$ cat config.mk
export PLATFORM = sky130hd
export DESIGN_NAME = multi_digit_timer
export DESIGN_NICKNAME = d
export VERILOG_FILES = /design/src/rtl/multi_digit_timer.sv
export SDC_FILE = /design/constraint.sdc
export NUM_CORES = 1
export LEC_CHECK = 0
export CORE_UTILIZATION = 56
export DETAILED_ROUTE_END_ITERATION = 8
export PLACE_DENSITY = 0.78
export SLEW_MARGIN = 5
export SYNTH_ARGS = -nofsm -noshare
export SYNTH_HDL_FRONTEND = slang
export SYNTH_SLANG_ARGS = --single-unit
export TNS_END_PERCENT = 50
$ cat constraint.sdc
create_clock -name clk -period 3.2 [get_ports clk]
set_input_delay 0.64 -clock clk [delete_from_list [all_inputs] [get_ports clk]]
set_output_delay 0.64 -clock clk [all_outputs]
set_load 0.05 [all_outputs]
$ cat src/rtl/multi_digit_timer.sv
// ---------------------------------------------------------------------------
// multi_digit_timer
//
// A programmable BCD timer with a tick prescaler and a seven-segment decode
// for each digit. Every TICK_DIV clock cycles of enabled time, the count
// moves one step. The direction and end-of-count behaviour depend on mode.
//
// Parameters
//   NUM_DIGITS  number of BCD digits (1..8)
//   TICK_DIV    clk cycles per tick (>= 2)
//
// Ports
//   clk         system clock, rising-edge active
//   rst         asynchronous active-low reset
//   enable      prescaler runs while high and holds while low
//   reconfig    synchronous load strobe for count and reload value
//   load_value  BCD load/reload value, digit 0 in bits [3:0]
//   mode        00 down-stop, 01 down-reload, 10 up-wrap, 11 hold
//   tick        one-cycle pulse in the last cycle of each tick interval
//   count       current BCD count, digit 0 in bits [3:0]
//   segments    active-high seven-segment codes, digit i in [7i+6:7i]
//   expired     one-cycle pulse after a terminal event
//   done        level, set when a down-stop countdown reaches zero
// ---------------------------------------------------------------------------
module multi_digit_timer #(
    parameter int NUM_DIGITS = 2,
    parameter int TICK_DIV   = 50000000
) (
    input  logic                    clk,
    input  logic                    rst,
    input  logic                    enable,
    input  logic                    reconfig,
    input  logic [4*NUM_DIGITS-1:0] load_value,
    input  logic [1:0]              mode,
    output logic                    tick,
    output logic [4*NUM_DIGITS-1:0] count,
    output logic [7*NUM_DIGITS-1:0] segments,
    output logic                    expired,
    output logic                    done
);

    localparam int CW = 4 * NUM_DIGITS;
    localparam int PW = $clog2(TICK_DIV);

    localparam logic [PW-1:0] PRESC_MAX = PW'(TICK_DIV - 1);
    localparam logic [CW-1:0] BCD_ONE   = CW'(1);
    localparam logic [CW-1:0] ALL_NINES = {NUM_DIGITS{4'd9}};

    localparam logic [1:0] MODE_DOWN_STOP   = 2'b00;
    localparam logic [1:0] MODE_DOWN_RELOAD = 2'b01;
    localparam logic [1:0] MODE_UP_WRAP     = 2'b10;

    logic [PW-1:0] presc_q,   presc_d;
    logic [CW-1:0] count_q,   count_d;
    logic [CW-1:0] reload_q,  reload_d;
    logic          done_q,    done_d;
    logic          expired_q, expired_d;

    // Any digit above 9 is forced to 9 so the count is always valid BCD.
    function automatic logic [CW-1:0] clamp_bcd(input logic [CW-1:0] v);
        logic [CW-1:0] r;
        r = v;
        for (int i = 0; i < NUM_DIGITS; i++) begin
            if (v[4*i +: 4] > 4'd9) begin
                r[4*i +: 4] = 4'd9;
            end
        end
        return r;
    endfunction

    // BCD decrement with ripple borrow. The caller never passes zero.
    function automatic logic [CW-1:0] bcd_dec(input logic [CW-1:0] v);
        logic [CW-1:0] r;
        logic          borrow;
        r      = v;
        borrow = 1'b1;
        for (int i = 0; i < NUM_DIGITS; i++) begin
            if (borrow) begin
                if (v[4*i +: 4] == 4'd0) begin
                    r[4*i +: 4] = 4'd9;
                end else begin
                    r[4*i +: 4] = v[4*i +: 4] - 4'd1;
                    borrow      = 1'b0;
                end
            end
        end
        return r;
    endfunction

    // BCD increment with ripple carry. All nines wraps to zero because the
    // final carry is dropped.
    function automatic logic [CW-1:0] bcd_inc(input logic [CW-1:0] v);
        logic [CW-1:0] r;
        logic          carry;
        r     = v;
        carry = 1'b1;
        for (int i = 0; i < NUM_DIGITS; i++) begin
            if (carry) begin
                if (v[4*i +: 4] == 4'd9) begin
                    r[4*i +: 4] = 4'd0;
                end else begin
                    r[4*i +: 4] = v[4*i +: 4] + 4'd1;
                    carry       = 1'b0;
                end
            end
        end
        return r;
    endfunction

    // Segment order is bit0 = a through bit6 = g, active high.
    function automatic logic [6:0] seg7(input logic [3:0] d);
        logic [6:0] s;
        case (d)
            4'd0:    s = 7'b0111111;
            4'd1:    s = 7'b0000110;
            4'd2:    s = 7'b1011011;
            4'd3:    s = 7'b1001111;
            4'd4:    s = 7'b1100110;
            4'd5:    s = 7'b1101101;
            4'd6:    s = 7'b1111101;
            4'd7:    s = 7'b0000111;
            4'd8:    s = 7'b1111111;
            4'd9:    s = 7'b1101111;
            default: s = 7'b0000000;
        endcase
        return s;
    endfunction

    assign tick = enable && (presc_q == PRESC_MAX);

    always_comb begin
        presc_d   = presc_q;
        count_d   = count_q;
        reload_d  = reload_q;
        done_d    = done_q;
        expired_d = 1'b0;

        if (reconfig) begin
            // A load wins over a coincident tick. It also restarts the
            // tick interval.
            presc_d  = '0;
            count_d  = clamp_bcd(load_value);
            reload_d = clamp_bcd(load_value);
            done_d   = 1'b0;
        end else begin
            if (enable) begin
                presc_d = (presc_q == PRESC_MAX) ? '0 : presc_q + PW'(1);
            end

            if (tick) begin
                case (mode)
                    MODE_DOWN_STOP: begin
                        if (count_q != '0) begin
                            count_d = bcd_dec(count_q);
                            if (count_q == BCD_ONE) begin
                                expired_d = 1'b1;
                                done_d    = 1'b1;
                            end
                        end
                    end
                    MODE_DOWN_RELOAD: begin
                        if (count_q == '0) begin
                            count_d   = reload_q;
                            expired_d = 1'b1;
                        end else begin
                            count_d = bcd_dec(count_q);
                        end
                    end
                    MODE_UP_WRAP: begin
                        count_d = bcd_inc(count_q);
                        if (count_q == ALL_NINES) begin
                            expired_d = 1'b1;
                        end
                    end
                    default: begin
                        count_d = count_q;
                    end
                endcase
            end
        end
    end

    always_ff @(posedge clk or negedge rst) begin
        if (!rst) begin
            presc_q   <= '0;
            count_q   <= '0;
            reload_q  <= '0;
            done_q    <= 1'b0;
            expired_q <= 1'b0;
        end else begin
            presc_q   <= presc_d;
            count_q   <= count_d;
            reload_q  <= reload_d;
            done_q    <= done_d;
            expired_q <= expired_d;
        end
    end

    always_comb begin
        segments = '0;
        for (int i = 0; i < NUM_DIGITS; i++) begin
            segments[7*i +: 7] = seg7(count_q[4*i +: 4]);
        end
    end

    assign count   = count_q;
    assign done    = done_q;
    assign expired = expired_q;

endmodule
==> metrics.log <==
INFO  metric timing.rr.end = count[4]
INFO  metric grt_start_max_net_pins = 45
INFO  metric synthCells = 357
INFO  metric n_fill_cell = 452
INFO  metric postSynthRegisterBits = 44
INFO  metric asyncSetResetFlopFracSynth = 1.000
INFO  metric crit_path_end_kind = primary output
INFO  metric clock_insertion_delay_at_the_later_pin_of_the_skew_report = 0.30 ns
INFO  metric buffer_ports.inserted = 38
INFO  metric dpl.hpwl = 5537 µm
INFO  metric top_post_synthesis_cells_by_area = dfrtp_1 (34%), ha_1 (7.4%), nor2_1 (5.2%), xor2_1 (3.6%), nand2_1 (3.2%)
INFO  metric tightest_slew = 0.9459 ns
INFO  metric die_width = 77.50 µm
INFO  metric drt_first_iter_violations = 185
INFO  metric postSynthAreaPerCell = 8.941 µm²
INFO  metric timing.final.crit_period = 3.052 ns
INFO  metric cts_tree = done
INFO  metric area.growth.synth_to_final = 19.21%
INFO  metric post_drt_wl_per_cell = 15.98 µm
INFO  metric grt_pass1_wl = 12850 µm
INFO  metric first_global_vias = 2776
INFO  metric edff_count_synth = 0
INFO  metric core_area = 5507 µm²
INFO  metric reg2reg_setup_slack = 0.36 ns
INFO  metric drt_pre_antenna_iters = 4
INFO  metric clock_tree.htree_level_count = 2
INFO  metric tritoncts.num_buffers = 5
INFO  metric powerDensity = 427.3 nW/µm²
INFO  metric ios = 39
INFO  metric post_route_setup_tns = 0 ns
INFO  metric post_synth_instance_area = 3192 µm²
INFO  metric clk_root_buffer_cell = clkbuf_8
INFO  metric cts_hold_buffers = 0
INFO  metric fin_hold_ws = 0.4837 ns
INFO  metric dr_total_vias = 2878
INFO  metric critical_path.startpoint = count[1]
INFO  metric crit_path_start_kind = register
INFO  metric timing.max_cap.violations = 0
INFO  metric number_of_antenna_diodes = 0
INFO  metric r2r_cells = 7
INFO  metric nets = 433
INFO  metric design.die.area = 6005 µm²
INFO  metric cp_max_fo = 9
INFO  metric drt_wl_total = 7557 µm
INFO  metric initial_core_util = 0.5796
INFO  metric max_slew_margin = 0.3694
INFO  metric avgViaCountPerCell = 6.085
INFO  metric ant_nets = 0
INFO  metric clk_pin_slew = 0.08 ns
INFO  metric biggest_area_consumer_among_synthesized_cells = dfrtp_1
INFO  metric timing.final.setup_violations = 0
INFO  metric finalCritPeriodShare = 0.9538
INFO  metric grt.overflow.total = 0
INFO  metric timing_max_transition_violations_final = 0
INFO  metric synthDistinctLibCells = 66
INFO  metric timing.critical_path.required = 2.56 ns
INFO  metric crit-reg2reg-launch = count[1]
INFO  metric hold_class = input pin to asynchronous set/reset pin
INFO  metric layout-drive-gt1-share = 0.1072
INFO  metric cts_sinks = 44
INFO  metric final.setup_skew = 0.01521 ns
INFO  metric synth-main-ff-cell = dfrtp_1
INFO  metric synth.net_count = 390
INFO  metric final_hold_viol_count = 0
INFO  metric maxClockFrequency = 327.6 MHz
INFO  metric ys_seq_area_frac = 0.3450
INFO  metric critPathArrivalTime = 2.41 ns
INFO  metric standard_cell_rows = 27
INFO  metric synth-warning-count = 0
INFO  metric grt_util_overall = 0.2692
INFO  metric setup_repair_after_global_routing_missed_its_margin = false
INFO  metric leakage = 1.612 nW
INFO  metric setup.worst_path.class = register to primary output
INFO  metric vdd_ir_drop_max = 0.0003439 V
INFO  metric synth.top_cell.area_share = 0.3450
INFO  metric synthTopCellsByCount = dfrtp_1 (44), nor2_1 (44), nand2_1 (27), ha_1 (19)
INFO  metric max-clock-path-buffers = 2
INFO  metric chip_height = 77.50 µm
INFO  metric place.gp.congestion = 0.8597
INFO  metric antenna_found_initial = 0
INFO  metric drt_drc_violations_left = 0
INFO  metric outcome = finished clean
INFO  metric cts.repair_timing.setup_buffer_count = 0
[metrics by stage]
step	setup WS [ns]	power, mW	util	cells	cell area, µm²
after floorplan	0.1177	1.014	-	357	3192
after global placement	0.2852	1.196	0.6698	465	3689
after detailed placement	0.1946	1.208	0.6698	465	3689
after CTS	0.05267	1.636	0.6901	473	3800
after global routing	0.02320	1.703	0.6910	473	3805
final	0.1479	1.626	0.6910	473	3805
[placed cells by master, fill, tap and decap left out, drive strengths merged, types with 4 or more instances in the layout]
| cell type | instances |
|---|---|
| a211oi | 4 |
| a21oi | 9 |
| a22o | 5 |
| a311oi | 4 |
| a31oi | 4 |
| and2 | 4 |
| and3 | 7 |
| buf | 14 |
| clkbuf | 5 |
| clkdlybuf4s50 | 33 |
| dfrtp | 44 |
| ha | 19 |
| inv | 17 |
| mux2 | 4 |
| mux2i | 5 |
| nand2 | 27 |
| nand3 | 15 |
| nand3b | 4 |
| nand4 | 9 |
| nor2 | 44 |
| nor2b | 4 |
| nor3 | 10 |
| nor4b | 4 |
| o21a | 6 |
| o21ai | 19 |
| o22ai | 6 |
| xnor2 | 9 |
| xor2 | 13 |
[worst max-delay path, cell delays in order, from the launching register on]
cell             delay [ns]
dfrtp_1                0.53
inv_1                  0.21
ha_1                   0.23
nor2_1                 0.08
a21oi_1                0.07
o22ai_1                0.17
clkdlybuf4s50_1        0.82
[per-layer routing]
metal / routed length (µm) / vias to the layer above / track usage
li1: - / 1393 / -
met5: 0 / - / 0
met2: 3678 / 92 / 0.4522
met1: 3385 / 1378 / 0.3452
met4: 178 / 0 / 0.1113
met3: 315 / 15 / 0.04118
[how the worst max path moves through the flow]
| stage | endpoint | slack, ns | depth (start not counted) |
|---|---|---|---|
| detailed placement | count[4] | 0.19 | 8 |
| floorplan | segments[10] | 0.12 | 4 |
| global placement | count[4] | 0.29 | 8 |
| global route | segments[5] | 0.02 | 5 |
| finish | segments[0] | 0.15 | 6 |
| CTS | segments[3] | 0.05 | 5 |
[cells by family after synthesis]
group,count (synthesis),share of synthesized area
compound gates,84,0.1882
xor+xnor,22,0.06037
fa+ha+maj,19,0.07448
simple gates,149,0.2638
mux,9,0.02979
flops,44,0.3450
buf+inv,30,0.03842
[sequential cells by signal, summed over array words and instances (netlist names)]
name	count
count	8
done	1
expired	1
presc_q	26
reload_q	8
[what timing repair did]
| item | CTS | global route |
|---|---|---|
| hold endpoints to repair | 0 | 0 |
| resized for setup | 0 | 2 |
| setup endpoints to repair | 0 | 2 |
[report_power, final]
part | leakage, nW | switching [mW] | internal [mW]
Sequential | 0.581 | 0.0467 | 0.578
Clock | 0.0541 | 0.194 | 0.231
Combinational | 0.977 | 0.366 | 0.211
[layout make-up]
class | instances | area (µm²) | area share
Multi-Input combinational cell | 283 | 1968 | 0.5173
Sequential cell | 44 | 1101 | 0.2894
Timing Repair Buffer | 49 | 470.5 | 0.1236
Tap cell | 72 | 90.09 | 0.02368
Clock buffer | 5 | 68.82 | 0.01809
Inverter | 17 | 63.81 | 0.01677
Clock inverter | 3 | 42.54 | 0.01118
Power figures use the tool's default switching activity.
==> RTL edit 1 (config.mk and constraints unchanged) <==
Set the parameter `TICK_DIV` to 12500000 (it was 50000000).
--- a/src/rtl/multi_digit_timer.sv
+++ b/src/rtl/multi_digit_timer.sv
@@ -24,7 +24,7 @@
 // ---------------------------------------------------------------------------
 module multi_digit_timer #(
     parameter int NUM_DIGITS = 2,
-    parameter int TICK_DIV   = 50000000
+    parameter int TICK_DIV   = 12500000
 ) (
     input  logic                    clk,
     input  logic                    rst,
Behaviour: no difference found for any inputs over 10 cycles, from zero or initial values and one cycle with rst low; that may be too few to reach the edited logic, so the function may still have changed.
==> RTL edit 1 against the original RTL <==
- sequential cell count down 2
- fmax fell by 0.29%
- area after synthesis is 7.7% lower
- final area shrank 7.4%
- routed wire length shrank 8.6%
- sequential power is 3.8% lower
- setup slack worse by 8.9 ps
- clock skew fell by 9.2 ps
- via count shrank 6.6%
- sequential share of layout area increased by 0.90 points
- clock power is 26% lower
- power is 3.5% lower
- largest power group is now combinational cells
==> RTL edit 1: results (changes against the original RTL) <==
| Metric | Value |
|---|---|
| Status | complete, no violations |
| # nets final | 408 (-5.8%) |
| Buffering overhead | 13.8% (+1.4 points) |
| #MultiIn Comb | 262 (-7.4%) |
| Plain + repair buffers | 49 (unchanged) |
| Worst slack, placed | 383 ps (+188 ps) |
| Clock group power | 316 uW (-26%) |
| Crit path capture | segments[10] |
| Worst Tran Pin Value | 932 ps (-13.7 ps) |
| Peak VDD IR | 0.000233 V (-32%) |
| Most frequent cells after synthesis | 43 x nor2_1, 42 x dfrtp_1, 21 x nand2_1 |
| Synth Register Bits | 42 (-4.5%) |
| ClkCell Share | 2.17% (-0.76 points) |
| End of the worst register-to-register path | count[5] |
| Synth top area cells | dfrtp_1 36%, ha_1 8.1%, nor2_1 5.5%, xor2_1 5.4%, nand4_1 3.4% |
| Clk_skew | 6.03 ps (-9.17 ps) |
| Final period utilization | 95.7% (+0.28 points) |
| Logic pwr share | 41.5% (+6.0 points) |
| Share of post-route cells with drive strength above 1 | 8.53% (-2.2 points) |
| Internal | 943 uW (-7.5%) |
| First-pass GRT wire length | 11,400 um (-11%) |
| Synth Area in Adders | 8.07% (+0.62 points) |
| CP max stage delay | 820 ps (about the same) |
| Inverters | 15 (-2) |
| Synthesized instance count | 337 (-5.6%) |
| WHS | 490 ps (+6.19 ps) |
| Placed cells | 438 (-5.8%) |
| Largest net degree at the start of global routing | 43 (-4.4%) |
| Xor/xnor cell area share of the yosys netlist | 7.13% (+1.1 points) |
| Vias | 2,687 (-6.6%) |
| Critical path launch point | count[4] |
| Postcts setup bufs | 0 (unchanged) |
| Vias in the first global route | 2,510 (-9.6%) |
| Comb pwr | 652 uW (+13%) |
| Reg-to-reg slack, setup | 610 ps (+250 ps) |
| Number of I/O port buffers | 38 (unchanged) |
| Dpl hpwl | 5160 um (-6.8%) |
| Fraction of area in multi-input gates | 50.1% (-1.6 points) |
| Post-route cell area | 3520 um^2 (-7.4%) |
| R2r worst-path depth | 8 (+1) |
| Per-cell routed wire length | 15.5 um (-2.8%) |
| Routability cong. | 0.930 (+8.2%) |
| Die Area | 5560 um^2 (-7.5%) |
| Fillers | 462 (+2.2%) |
| Placed Area | 3440 um^2 (-6.7%) |
| Leakage | 0.00154 uW (-4.4%) |
| Syn_nets | 370 (-5.1%) |
| CP Max Fanout | 10 (+1) |
| Initial DRC count | 254 (+37%) |
| Post-Route WL | 6910 um (-8.6%) |
| Register area | 1050 um^2 (-4.5%) |
| Total track usage | 26.8% (-0.078 points) |
| Mux cell area share after synthesis | 0.892% (-2.1 points) |
| Seq/Total Area, Yosys | 35.7% (+1.2 points) |
| # clk buffers | 7 (+2) |
| Max reg flops | 24 (-7.7%) |
## RTL edit 1: cell count changes after synthesis, sizes merged, moves of 4 or more
cell,unedited run,this run
a21oi,9,18
nand4,9,17
a21o,0,7
nand2,27,21
mux2i,5,0
xor2,13,18
nor4b,4,0
## RTL edit 1: logic make-up (layout without fill, tap and decap cells)
kind of cell             after synthesis  after routing
flip-flops                            42             42
multiplexers                           2              2
buffers and inverters                 33             71
adder cells (fa/ha/maj)               19             19
XOR/XNOR                              24             24
AO/OA/AOI/OAI                         82             82
AND/OR/NAND/NOR                      135            135
## RTL edit 1: layer usage
layer | up-vias | share of wire (%) | global-route usage, %
met5 | - | 0 | 0
met4 | 0 | 1.7 | 8.39
met3 | 15 | 4.7 | 5.28
met2 | 79 | 49 | 45.4
met1 | 1290 | 45 | 34.6
li1 | 1303 | - | -
## RTL edit 1: worst max-delay path, delay by kind of cell, from the launching register on
kind	cells	cell delay (ps)
compound gates	2	230
fa+ha+maj	1	360
buf+inv	2	990
flops	1	550
==> RTL edit 2 (same settings) <==
Made on the original files. Register the output `segments`, without a reset; this adds one clock of latency there. The other outputs are not delayed to match.
--- a/src/rtl/multi_digit_timer.sv
+++ b/src/rtl/multi_digit_timer.sv
@@ -50,6 +50,8 @@
     localparam logic [1:0] MODE_DOWN_RELOAD = 2'b01;
     localparam logic [1:0] MODE_UP_WRAP     = 2'b10;
 
+    logic [7*NUM_DIGITS-1:0] segments_d;
+
     logic [PW-1:0] presc_q,   presc_d;
     logic [CW-1:0] count_q,   count_d;
     logic [CW-1:0] reload_q,  reload_d;
@@ -197,9 +199,9 @@
     end
 
     always_comb begin
-        segments = '0;
-        for (int i = 0; i < NUM_DIGITS; i++) begin
-            segments[7*i +: 7] = seg7(count_q[4*i +: 4]);
+        segments_d = '0;
+        for (int i = 0; i < NUM_DIGITS; i++) begin
+            segments_d[7*i +: 7] = seg7(count_q[4*i +: 4]);
         end
     end
 
@@ -207,4 +209,8 @@
     assign done    = done_q;
     assign expired = expired_q;
 
+    always_ff @(posedge clk) begin
+        segments <= segments_d;
+    end
+
 endmodule
Check against the original RTL: not equivalent (Yosys sat finds a counterexample within 4 cycles, from zero or initial values and one cycle with rst low).
==> RTL edit 2 against the original RTL <==
- critical path type unchanged
- setup slack improved by 310 ps
- final area up 7.1%
- routed wire length increased by 6.5%
- combinational power up 38%
- critical path depth shrank 1
- area after synthesis rose by 9.1%
- sequential cell count increased by 14
- clock skew decreased by 3.4 ps
- power grew 39%
- largest power group unchanged
- hold slack got worse by 26 ps
- core utilization down 0.65 points
==> RTL edit 2: results (changes against the original RTL) <==
| Metric | Value |
|---|---|
| Unique cell type count in the Yosys netlist | 72 (+9.1%) |
| Most frequent cells after synthesis | 44 x dfrtp_1, 34 x nor2_1, 32 x o21ai_0 |
| First drt pass iteration count | 5 (+1) |
| Synthesized instance count | 382 (+7.0%) |
| M1 WL | 3500 um (+3.3%) |
| H-tree depth | 3 (+1) |
| Syn_nets | 415 (+6.4%) |
| Arrival @ worst endpoint | 2100 ps (-310 ps) |
| Compound-gate portion of the synthesized area | 17.9% (-0.88 points) |
| Peak VDD IR | 0.000545 V (+59%) |
| Vias in the first global route | 2,819 (+1.5%) |
| CP top delay family | simple AND/OR/NAND/NOR gates |
| Status | complete, no violations |
| Critical-path top delay cell | or4b_4 |
| Mux cell area share after synthesis | 2.52% (-0.46 points) |
| Dpl hpwl | 5580 um (+0.83%) |
| GRT met3 Usage | 6.97% (+2.8 points) |
| M2 GR Usage | 42.6% (-2.6 points) |
| Asr flop ratio synth | 75.9% (-24 points) |
| Synth top area cells | dfrtp_1 32%, dfxtp_1 8.1%, ha_1 6.8%, o21ai_0 4.6%, xnor2_1 4.0% |
| Total CTS buffers | 9 (+4) |
| Clk_skew | 11.8 ps (-3.37 ps) |
| Worst slack, placed | 324 ps (+130 ps) |
| Met3 routed WL | 521 um (+65%) |
| Met1 Track Usage GR | 33.3% (-1.2 points) |
-- RTL edit 2: layout make-up --
| cell class | count | area (um^2) | share of cell area (%) |
|---|---|---|---|
| multi-input combinational | 287 | 1940 | 47.7 |
| sequential | 58 | 1380 | 33.9 |
| timing repair buffer | 42 | 415 | 10.2 |
| clock buffer | 12 | 135 | 3.31 |
| tap | 75 | 93.8 | 2.30 |
| inverter | 23 | 87.6 | 2.15 |
| clock inverter | 4 | 20.0 | 0.491 |
-- RTL edit 2: worst paths after layout --
path                             startpoint           to  slack (ps)  cells after the start
worst min-delay path                    rst   presc_q[3]         460                      1
worst min register to register  reload_q[0]  reload_q[0]         490                      1
worst max register to register     count[1]     count[1]         510                      6
min in group clk                reload_q[0]  reload_q[0]         490                      1
max in group asynchronous               rst  reload_q[4]        2140                      1
worst max-delay path            presc_q[16]         tick         460                      5
-- RTL edit 2: cell families (layout without fill, tap and decap cells) --
| family | Yosys count | count (layout) |
|---|---|---|
| and+or+nand+nor | 145 | 145 |
| buffers and inverters | 37 | 81 |
| DFF | 58 | 58 |
| xor gates and xnor gates | 19 | 19 |
| AOI/OAI and AO/OA | 96 | 96 |
| adders and majority gates | 19 | 19 |
| muxes | 8 | 8 |
-- RTL edit 2: per-stage QoR --
stage | hold slack, ps | instance area, um^2
floorplan | 344 | 3480
global placement | 465 | 3920
detailed placement | 475 | 3920
CTS | 474 | 4080
global route | 515 | 4080
finish | 458 | 4080
-- RTL edit 2: report_power, final --
| part | internal [uW] | switching (uW) | leakage, uW |
|---|---|---|---|
| clock | 276 | 286 | 0.0000839 |
| sequential | 819 | 78.5 | 0.000701 |
| combinational | 282 | 514 | 0.000880 |
